===== config.mk =====
export PLATFORM = sky130hd
export DESIGN_NAME = uart_cmd_responder
export DESIGN_NICKNAME = d
export VERILOG_FILES = /design/src/rtl/uart_cmd_pkg.sv /design/src/rtl/uart_rx.sv /design/src/rtl/uart_cmd_responder.sv
export SDC_FILE = /design/constraint.sdc
export NUM_CORES = 1
export LEC_CHECK = 0
export CAP_MARGIN = 20
export CORE_MARGIN = 1
export CORE_UTILIZATION = 25
export DETAILED_ROUTE_END_ITERATION = 7
export DONT_BUFFER_PORTS = 1
export PLACE_DENSITY = 0.39
export SYNTH_ARGS = -nofsm -noshare
export SYNTH_HDL_FRONTEND = slang
export SYNTH_SLANG_ARGS = --single-unit

===== constraint.sdc =====
create_clock -name clk -period 4.3 [get_ports clk]
set_input_delay 0.645 -clock clk [delete_from_list [all_inputs] [get_ports clk]]
set_output_delay 0.645 -clock clk [all_outputs]
set_load 0.01 [all_outputs]

===== src/rtl/uart_cmd_pkg.sv =====
// uart_cmd_pkg
// Shared types and constants for the UART command responder.
//   rx_state_t  : serial receiver states
//   asm_state_t : command assembly states (high byte, then low byte)
//   tx_state_t  : response transmitter states
//   RESP_ACK / RESP_NAK : standard response bytes
//   tx_frame()  : builds the 10-bit 8N1 frame, LSB (start bit) first
package uart_cmd_pkg;

  typedef enum logic [1:0] {
    RX_IDLE  = 2'd0,
    RX_START = 2'd1,
    RX_DATA  = 2'd2,
    RX_STOP  = 2'd3
  } rx_state_t;

  typedef enum logic {
    ASM_WAIT_HI = 1'b0,
    ASM_WAIT_LO = 1'b1
  } asm_state_t;

  typedef enum logic {
    TX_IDLE = 1'b0,
    TX_XMIT = 1'b1
  } tx_state_t;

  localparam logic [7:0] RESP_ACK = 8'hA5;
  localparam logic [7:0] RESP_NAK = 8'hEE;

  // {stop, data[7:0], start}; bit 0 goes on the wire first.
  function automatic logic [9:0] tx_frame(input logic [7:0] data);
    return {1'b1, data, 1'b0};
  endfunction

endpackage


===== src/rtl/uart_rx.sv =====
// uart_rx
// 8N1 serial receiver with a two-flop input synchronizer.
// Ports:
//   clk, rst_n   : system clock, async active-low reset
//   rx           : raw serial input, idle high, asynchronous to clk
//   rx_byte      : last assembled byte (valid while rx_byte_rdy is high)
//   rx_byte_rdy  : one-cycle pulse, asserted in the stop-bit sample cycle
//                  when the stop bit is high
//
// state    | meaning
// ---------+-------------------------------------------------------
// RX_IDLE  | waiting for a synchronized 1->0 edge
// RX_START | half-bit wait, then confirm start bit is still low
// RX_DATA  | sample 8 data bits LSB-first, one per bit period
// RX_STOP  | sample stop bit; high -> byte valid, low -> discard
module uart_rx
  import uart_cmd_pkg::*;
#(
  parameter int BAUD_DIV = 2604
) (
  input  logic       clk,
  input  logic       rst_n,
  input  logic       rx,
  output logic [7:0] rx_byte,
  output logic       rx_byte_rdy
);

  localparam int CNT_W = $clog2(BAUD_DIV);
  localparam logic [CNT_W-1:0] CNT_FULL = CNT_W'(BAUD_DIV - 1);
  localparam logic [CNT_W-1:0] CNT_HALF = CNT_W'(BAUD_DIV / 2 - 1);

  logic             rx_meta_q, rx_sync_q, rx_prev_q;
  rx_state_t        state_q, state_d;
  logic [CNT_W-1:0] cnt_q, cnt_d;
  logic [2:0]       bit_idx_q, bit_idx_d;
  logic [7:0]       shift_q, shift_d;

  always_ff @(posedge clk or negedge rst_n) begin
    if (!rst_n) begin
      rx_meta_q <= 1'b1;
      rx_sync_q <= 1'b1;
      rx_prev_q <= 1'b1;
      state_q   <= RX_IDLE;
      cnt_q     <= '0;
      bit_idx_q <= '0;
      shift_q   <= '0;
    end else begin
      rx_meta_q <= rx;
      rx_sync_q <= rx_meta_q;
      rx_prev_q <= rx_sync_q;
      state_q   <= state_d;
      cnt_q     <= cnt_d;
      bit_idx_q <= bit_idx_d;
      shift_q   <= shift_d;
    end
  end

  always_comb begin
    state_d     = state_q;
    cnt_d       = cnt_q;
    bit_idx_d   = bit_idx_q;
    shift_d     = shift_q;
    rx_byte_rdy = 1'b0;
    case (state_q)
      RX_IDLE: begin
        if (rx_prev_q && !rx_sync_q) begin
          state_d = RX_START;
          cnt_d   = CNT_HALF;
        end
      end
      RX_START: begin
        if (cnt_q == '0) begin
          if (rx_sync_q) begin
            state_d = RX_IDLE;   // glitch, not a real start bit
          end else begin
            state_d   = RX_DATA;
            cnt_d     = CNT_FULL;
            bit_idx_d = '0;
          end
        end else begin
          cnt_d = cnt_q - CNT_W'(1);
        end
      end
      RX_DATA: begin
        if (cnt_q == '0) begin
          shift_d = {rx_sync_q, shift_q[7:1]};
          cnt_d   = CNT_FULL;
          if (bit_idx_q == 3'd7) begin
            state_d = RX_STOP;
          end else begin
            bit_idx_d = bit_idx_q + 3'd1;
          end
        end else begin
          cnt_d = cnt_q - CNT_W'(1);
        end
      end
      RX_STOP: begin
        if (cnt_q == '0) begin
          rx_byte_rdy = rx_sync_q;
          state_d     = RX_IDLE;
        end else begin
          cnt_d = cnt_q - CNT_W'(1);
        end
      end
      default: state_d = RX_IDLE;
    endcase
  end

  assign rx_byte = shift_q;

endmodule


===== src/rtl/uart_cmd_responder.sv =====
// uart_cmd_responder
// Robot-side endpoint of the Bluetooth command link. Pairs received bytes
// into 16-bit commands {first, second} and sends a single response byte.
// Ports:
//   clk, rst_n   : system clock, async active-low reset
//   RX / TX      : serial in / out, both idle high, 8N1
//   cmd          : last complete command, stable while cmd_rdy is high
//   cmd_rdy      : level, set on command completion
//   clr_cmd_rdy  : pulse, clears cmd_rdy (a same-cycle completion wins)
//   send_resp    : pulse, start transmitting resp (ignored while tx_busy)
//   resp         : response byte, sampled with send_resp
//   resp_sent    : pulse when the stop bit has completed
//   tx_busy      : transmitter mid-frame
// Build option: UART_CMD_TIMEOUT_EN -- abandon a pending high byte after
// TIMEOUT_CYC cycles in WAIT_LO without a second byte.
//
// state       | meaning
// ------------+--------------------------------------------
// ASM_WAIT_HI | waiting for the first (high) command byte
// ASM_WAIT_LO | high byte held, waiting for the low byte
// TX_IDLE     | line idle high, accepts send_resp
// TX_XMIT     | shifting the 10-bit frame out
module uart_cmd_responder
  import uart_cmd_pkg::*;
#(
  parameter int BAUD_DIV    = 2604,
  parameter int TIMEOUT_CYC = 1000000
) (
  input  logic        clk,
  input  logic        rst_n,
  input  logic        RX,
  output logic        TX,
  output logic [15:0] cmd,
  output logic        cmd_rdy,
  input  logic        clr_cmd_rdy,
  input  logic        send_resp,
  input  logic [7:0]  resp,
  output logic        resp_sent,
  output logic        tx_busy
);

  localparam int CNT_W = $clog2(BAUD_DIV);
  localparam logic [CNT_W-1:0] CNT_FULL = CNT_W'(BAUD_DIV - 1);

  logic [7:0] rx_byte;
  logic       rx_byte_rdy;

  uart_rx #(
    .BAUD_DIV(BAUD_DIV)
  ) u_rx (
    .clk        (clk),
    .rst_n      (rst_n),
    .rx         (RX),
    .rx_byte    (rx_byte),
    .rx_byte_rdy(rx_byte_rdy)
  );

  // ---------------- command assembly ----------------
  asm_state_t  asm_state_q, asm_state_d;
  logic [7:0]  hi_byte_q, hi_byte_d;
  logic [15:0] cmd_q, cmd_d;
  logic        cmd_rdy_q, cmd_rdy_d;

`ifdef UART_CMD_TIMEOUT_EN
  localparam int TMO_W = $clog2(TIMEOUT_CYC);
  localparam logic [TMO_W-1:0] TMO_LOAD = TMO_W'(TIMEOUT_CYC - 1);
  logic [TMO_W-1:0] tmo_cnt_q, tmo_cnt_d;

  always_ff @(posedge clk or negedge rst_n) begin
    if (!rst_n) tmo_cnt_q <= TMO_LOAD;
    else        tmo_cnt_q <= tmo_cnt_d;
  end
`else
  logic unused_timeout_cfg;
  assign unused_timeout_cfg = ^TIMEOUT_CYC;
`endif

  always_ff @(posedge clk or negedge rst_n) begin
    if (!rst_n) begin
      asm_state_q <= ASM_WAIT_HI;
      hi_byte_q   <= '0;
      cmd_q       <= '0;
      cmd_rdy_q   <= 1'b0;
    end else begin
      asm_state_q <= asm_state_d;
      hi_byte_q   <= hi_byte_d;
      cmd_q       <= cmd_d;
      cmd_rdy_q   <= cmd_rdy_d;
    end
  end

  always_comb begin
    asm_state_d = asm_state_q;
    hi_byte_d   = hi_byte_q;
    cmd_d       = cmd_q;
    cmd_rdy_d   = cmd_rdy_q;
    if (clr_cmd_rdy) cmd_rdy_d = 1'b0;
`ifdef UART_CMD_TIMEOUT_EN
    // Down-counter reloads whenever a byte arrives or we sit in WAIT_HI.
    tmo_cnt_d = tmo_cnt_q;
`endif
    case (asm_state_q)
      ASM_WAIT_HI: begin
`ifdef UART_CMD_TIMEOUT_EN
        tmo_cnt_d = TMO_LOAD;
`endif
        if (rx_byte_rdy) begin
          hi_byte_d   = rx_byte;
          asm_state_d = ASM_WAIT_LO;
        end
      end
      ASM_WAIT_LO: begin
        if (rx_byte_rdy) begin
          cmd_d       = {hi_byte_q, rx_byte};
          cmd_rdy_d   = 1'b1;
          asm_state_d = ASM_WAIT_HI;
`ifdef UART_CMD_TIMEOUT_EN
          tmo_cnt_d   = TMO_LOAD;
        end else if (tmo_cnt_q == '0) begin
          asm_state_d = ASM_WAIT_HI;   // drop stale high byte
        end else begin
          tmo_cnt_d = tmo_cnt_q - TMO_W'(1);
`endif
        end
      end
      default: asm_state_d = ASM_WAIT_HI;
    endcase
  end

  assign cmd     = cmd_q;
  assign cmd_rdy = cmd_rdy_q;

  // ---------------- response transmitter ----------------
  tx_state_t        tx_state_q, tx_state_d;
  logic [9:0]       tx_shift_q, tx_shift_d;
  logic [CNT_W-1:0] tx_cnt_q, tx_cnt_d;
  logic [3:0]       tx_bit_q, tx_bit_d;
  logic             tx_q, tx_d;
  logic             resp_sent_q, resp_sent_d;

  always_ff @(posedge clk or negedge rst_n) begin
    if (!rst_n) begin
      tx_state_q  <= TX_IDLE;
      tx_shift_q  <= '1;
      tx_cnt_q    <= '0;
      tx_bit_q    <= '0;
      tx_q        <= 1'b1;
      resp_sent_q <= 1'b0;
    end else begin
      tx_state_q  <= tx_state_d;
      tx_shift_q  <= tx_shift_d;
      tx_cnt_q    <= tx_cnt_d;
      tx_bit_q    <= tx_bit_d;
      tx_q        <= tx_d;
      resp_sent_q <= resp_sent_d;
    end
  end

  // tx_q is loaded with the bit that will be on the line for the coming
  // bit period, so TX changes exactly on the bit boundary with no decode.
  always_comb begin
    tx_state_d  = tx_state_q;
    tx_shift_d  = tx_shift_q;
    tx_cnt_d    = tx_cnt_q;
    tx_bit_d    = tx_bit_q;
    tx_d        = tx_q;
    resp_sent_d = 1'b0;
    case (tx_state_q)
      TX_IDLE: begin
        tx_d = 1'b1;
        if (send_resp) begin
          tx_shift_d = tx_frame(resp);
          tx_d       = 1'b0;
          tx_cnt_d   = CNT_FULL;
          tx_bit_d   = '0;
          tx_state_d = TX_XMIT;
        end
      end
      TX_XMIT: begin
        if (tx_cnt_q == '0) begin
          tx_cnt_d = CNT_FULL;
          if (tx_bit_q == 4'd9) begin
            tx_state_d  = TX_IDLE;
            tx_d        = 1'b1;
            resp_sent_d = 1'b1;
          end else begin
            tx_bit_d   = tx_bit_q + 4'd1;
            tx_shift_d = {1'b1, tx_shift_q[9:1]};
            tx_d       = tx_shift_q[1];
          end
        end else begin
          tx_cnt_d = tx_cnt_q - CNT_W'(1);
        end
      end
      default: tx_state_d = TX_IDLE;
    endcase
  end

  assign TX        = tx_q;
  assign resp_sent = resp_sent_q;
  assign tx_busy   = (tx_state_q == TX_XMIT);

endmodule


==> run summary <==
Outcome = finished clean
Largest net degree at the start of global routing = 70
Number of flops mapped to enable cells by yosys = 0
Initial antenna violation count = 0
Post-Route Utilization = 29.2%
Mapped cell area = 0.00408 sq mm
Commonest non-fill, non-tap cell in the layout = dfrtp_1
GPL Wtd Cong = 0.723
Maxcap violations = 0
#FFs+latches synth = 81
Root Buffer = clkbuf_16
Leak = 2.02 nW
Slew margin rel. = 37.5%
Register area = 0.00204 sq mm
Drt first pass iters = 4
Drt wl/cell = 15.7 um
HP Class = primary input to async pin
Cell count after synthesis = 352
Setup bufs post-CTS = 0
Fin. max-slew vios = 0
Buffers & Inverters on Critical Path = 2
Antenna Cells = 0
TritonCTS Buffers = 9
CTS sink count = 81
CP max stage cell = ha_1
Drt total wl = 9.00 mm
Worst Path Max Fanout = 16
DRT antenna net count = 0
Crit. End Element = flop
Clk buf depth = 2
Max incr delay on CP = 0.68 ns
CP Cell Sequence = inv_1 > ha_1 > or4b_4 > nor3_4 > buf_4 > and3_1 > ha_1 > mux2_2
RSZ-0062 raised after global routing = no
Initial DRC count = 188
Vias per cell = 4.93
First-pass GRT wire length = 14.8 mm
Final worst-path cycle share = 71.8%
Clk_skew = 0.0118 ns
Setup_tns = 0 ns
Minimum clock period = 3.09 ns
DRC Markers = 0
Reg clk slew, reported paths = 0.07 ns
CTS tree = yes
Synth cell types = 68
Std cell rows = 46
Total die area = 0.0168 sq mm
Routed via count = 2831
Most common cell on crit path = ha_1
Die height = 130 um
Top delay family on crit path = simple AND/OR/NAND/NOR gates
Fraction of layout cells with a size suffix above 1 = 20.9%
Yosys warns = 0
Critical Path RT = 4.53 ns
Critical path arrival = 3.32 ns
Total GRT Usage = 11.5%
Area delta synth->final = 13.7%
Multi-input logic area = 0.00191 sq mm
Most frequent cells in the layout = dfrtp_1 (69), mux2_2 (24), inv_1 (17), nor2_1 (17), ha_1 (14)
Core Region = 0.0159 sq mm
Final nets = 380
Vias in the first global route = 2792
Power density cells = 565 mW/mm^2
H-tree depth = 3
Setup-failing EPs final = 0
Critical path class = flop to flop
Post-route cell area = 0.00464 sq mm
Die Wd = 130 um
Initial Util = 25.7%
Syn Area/Cell = 11.6 sq um
Seq/Total Area, Yosys = 50.0%
Worst skew pair latency = 0.35 ns
Slew @ Worst Pin = 0.934 ns
Final Hold Vio Count = 0
Peak VDD IR = 0.252 mV
Placed cell areas = 0.00430 sq mm
Asr flop ratio synth = 100%
PortBufs = 0
Syn Nets = 379
Layout filler cell count = 1678
Startpoint Class = flop
Global route total overflow = 0
Hpwl dp = 5.82 mm
Ports = 33
Top FF cell, synth = dfrtp_1
Max Freq = 324 MHz
==> worst register-to-register path, cell delays in order, from the launching register on <==
cell and delay [ns]:
dfrtp_1 0.42, inv_1 0.12, ha_1 0.16, or4b_4 0.51, nor3_4 0.17, buf_4 0.25, and3_1 0.26, ha_1 0.68
mux2_2 0.41
==> area by class of cell <==
class	count	share of cell area, %
Tap cell	216	5.83
Clock inverter	7	1.78
Sequential cell	81	44.0
Inverter	17	1.38
Clock buffer	9	4.85
Timing Repair Buffer	3	0.917
Multi-Input combinational cell	241	41.2
==> cell usage after synthesis, types with 2 or more instances <==
library cell	number	area (sq um)
nor2_1	17	63.8
nand3_1	10	50.1
or2_2	2	12.5
o31ai_1	6	45.0
o311ai_1	2	17.5
a21o_1	4	30.0
mux2_4	8	120
nand2_1	9	33.8
o221a_1	7	78.8
nor4_1	3	18.8
nor4_2	2	25.0
and3_1	5	31.3
a31oi_1	9	56.3
ha_1	14	175
clkbuf_1	10	37.5
or3_1	4	25.0
o211a_1	2	20.0
nand4_1	4	25.0
and4_1	2	17.5
or4_1	4	30.0
o32a_1	4	40.0
mux2_2	24	270
a211oi_1	3	22.5
dfstp_2	12	315
mux2_1	2	22.5
a22o_1	5	43.8
nor3_1	13	65.1
o21ai_1	9	45.0
dfrtp_1	69	1730
inv_1	17	63.8
nor3b_1	4	30.0
a21oi_1	13	65.1
a31o_2	2	17.5
a22oi_1	2	15.0
nand2b_1	10	62.6
o21ai_0	7	35.0
==> where the power goes <==
part | switching [mW] | total, mW | internal, mW
Sequential | 0.169 | 1.06 | 0.893
Clock | 0.341 | 0.801 | 0.460
Combinational | 0.446 | 0.759 | 0.313
Total | 0.956 | 2.62 | 1.67
==> stage by stage <==
step,total power [mW],setup slack (ns),instances,hold WS [ns]
after floorplan,1.62,1.31,352,0.345
after global placement,1.82,1.24,557,0.357
after detailed placement,1.81,1.16,557,0.357
after CTS,2.66,1.15,574,0.117
after global routing,2.80,1.03,574,0.112
final,2.62,1.21,574,0.139
==> per-layer routing <==
metal | GRT usage (%) | wire length [um]
met5 | 0 | 0
met4 | 3.97 | 139
met3 | 4.18 | 512
met2 | 17.0 | 4050
met1 | 15.5 | 4310
==> flip-flops by register name (all words and copies together), names as in the netlist, named ones only <==
register,flops
u_rx.rx_prev_q,1
u_rx.cnt_q,12
u_rx.rx_sync_q,1
tx_shift_q,8
cmd_rdy,1
u_rx.bit_idx_q,3
tx_bit_q,4
resp_sent,1
u_rx.state_q,1
tx_busy,1
TX,1
cmd,16
hi_byte_q,8
u_rx.rx_byte,8
tx_cnt_q,12
asm_state_q,1
u_rx.rx_meta_q,1
==> worst paths after layout <==
check / from / depth (start not counted) / slack (ns) / end
max: u_rx.cnt_q[0] / 8 / 1.21 / cmd[13]
min: rst_n / 0 / 0.14 / u_rx.rx_prev_q
max reg2reg: u_rx.cnt_q[0] / 8 / 1.21 / cmd[13]
min reg2reg: u_rx.rx_meta_q / 0 / 0.37 / u_rx.rx_sync_q
max in group asynchronous: rst_n / 1 / 3.80 / tx_cnt_q[7]
min in group clk: RX / 0 / 0.30 / u_rx.rx_meta_q
==> cells by family (layout without fill, tap and decap cells) <==
kind of cell,Yosys count,in the layout,synth area share [%]
simple gates,97,97,14.4
compound gates,93,93,17.4
flops,81,81,50.0
mux,35,35,10.4
buf+inv,30,36,3.07
fa+ha+maj,14,14,4.29
xor+xnor,2,2,0.429
==> timing repair <==
action,CTS,global route
setup endpoints to repair,0,0
endpoints found under the hold margin,69,0
gates resized for setup,0,0
hold buffers,1,0
Power figures use the tool's default switching activity.
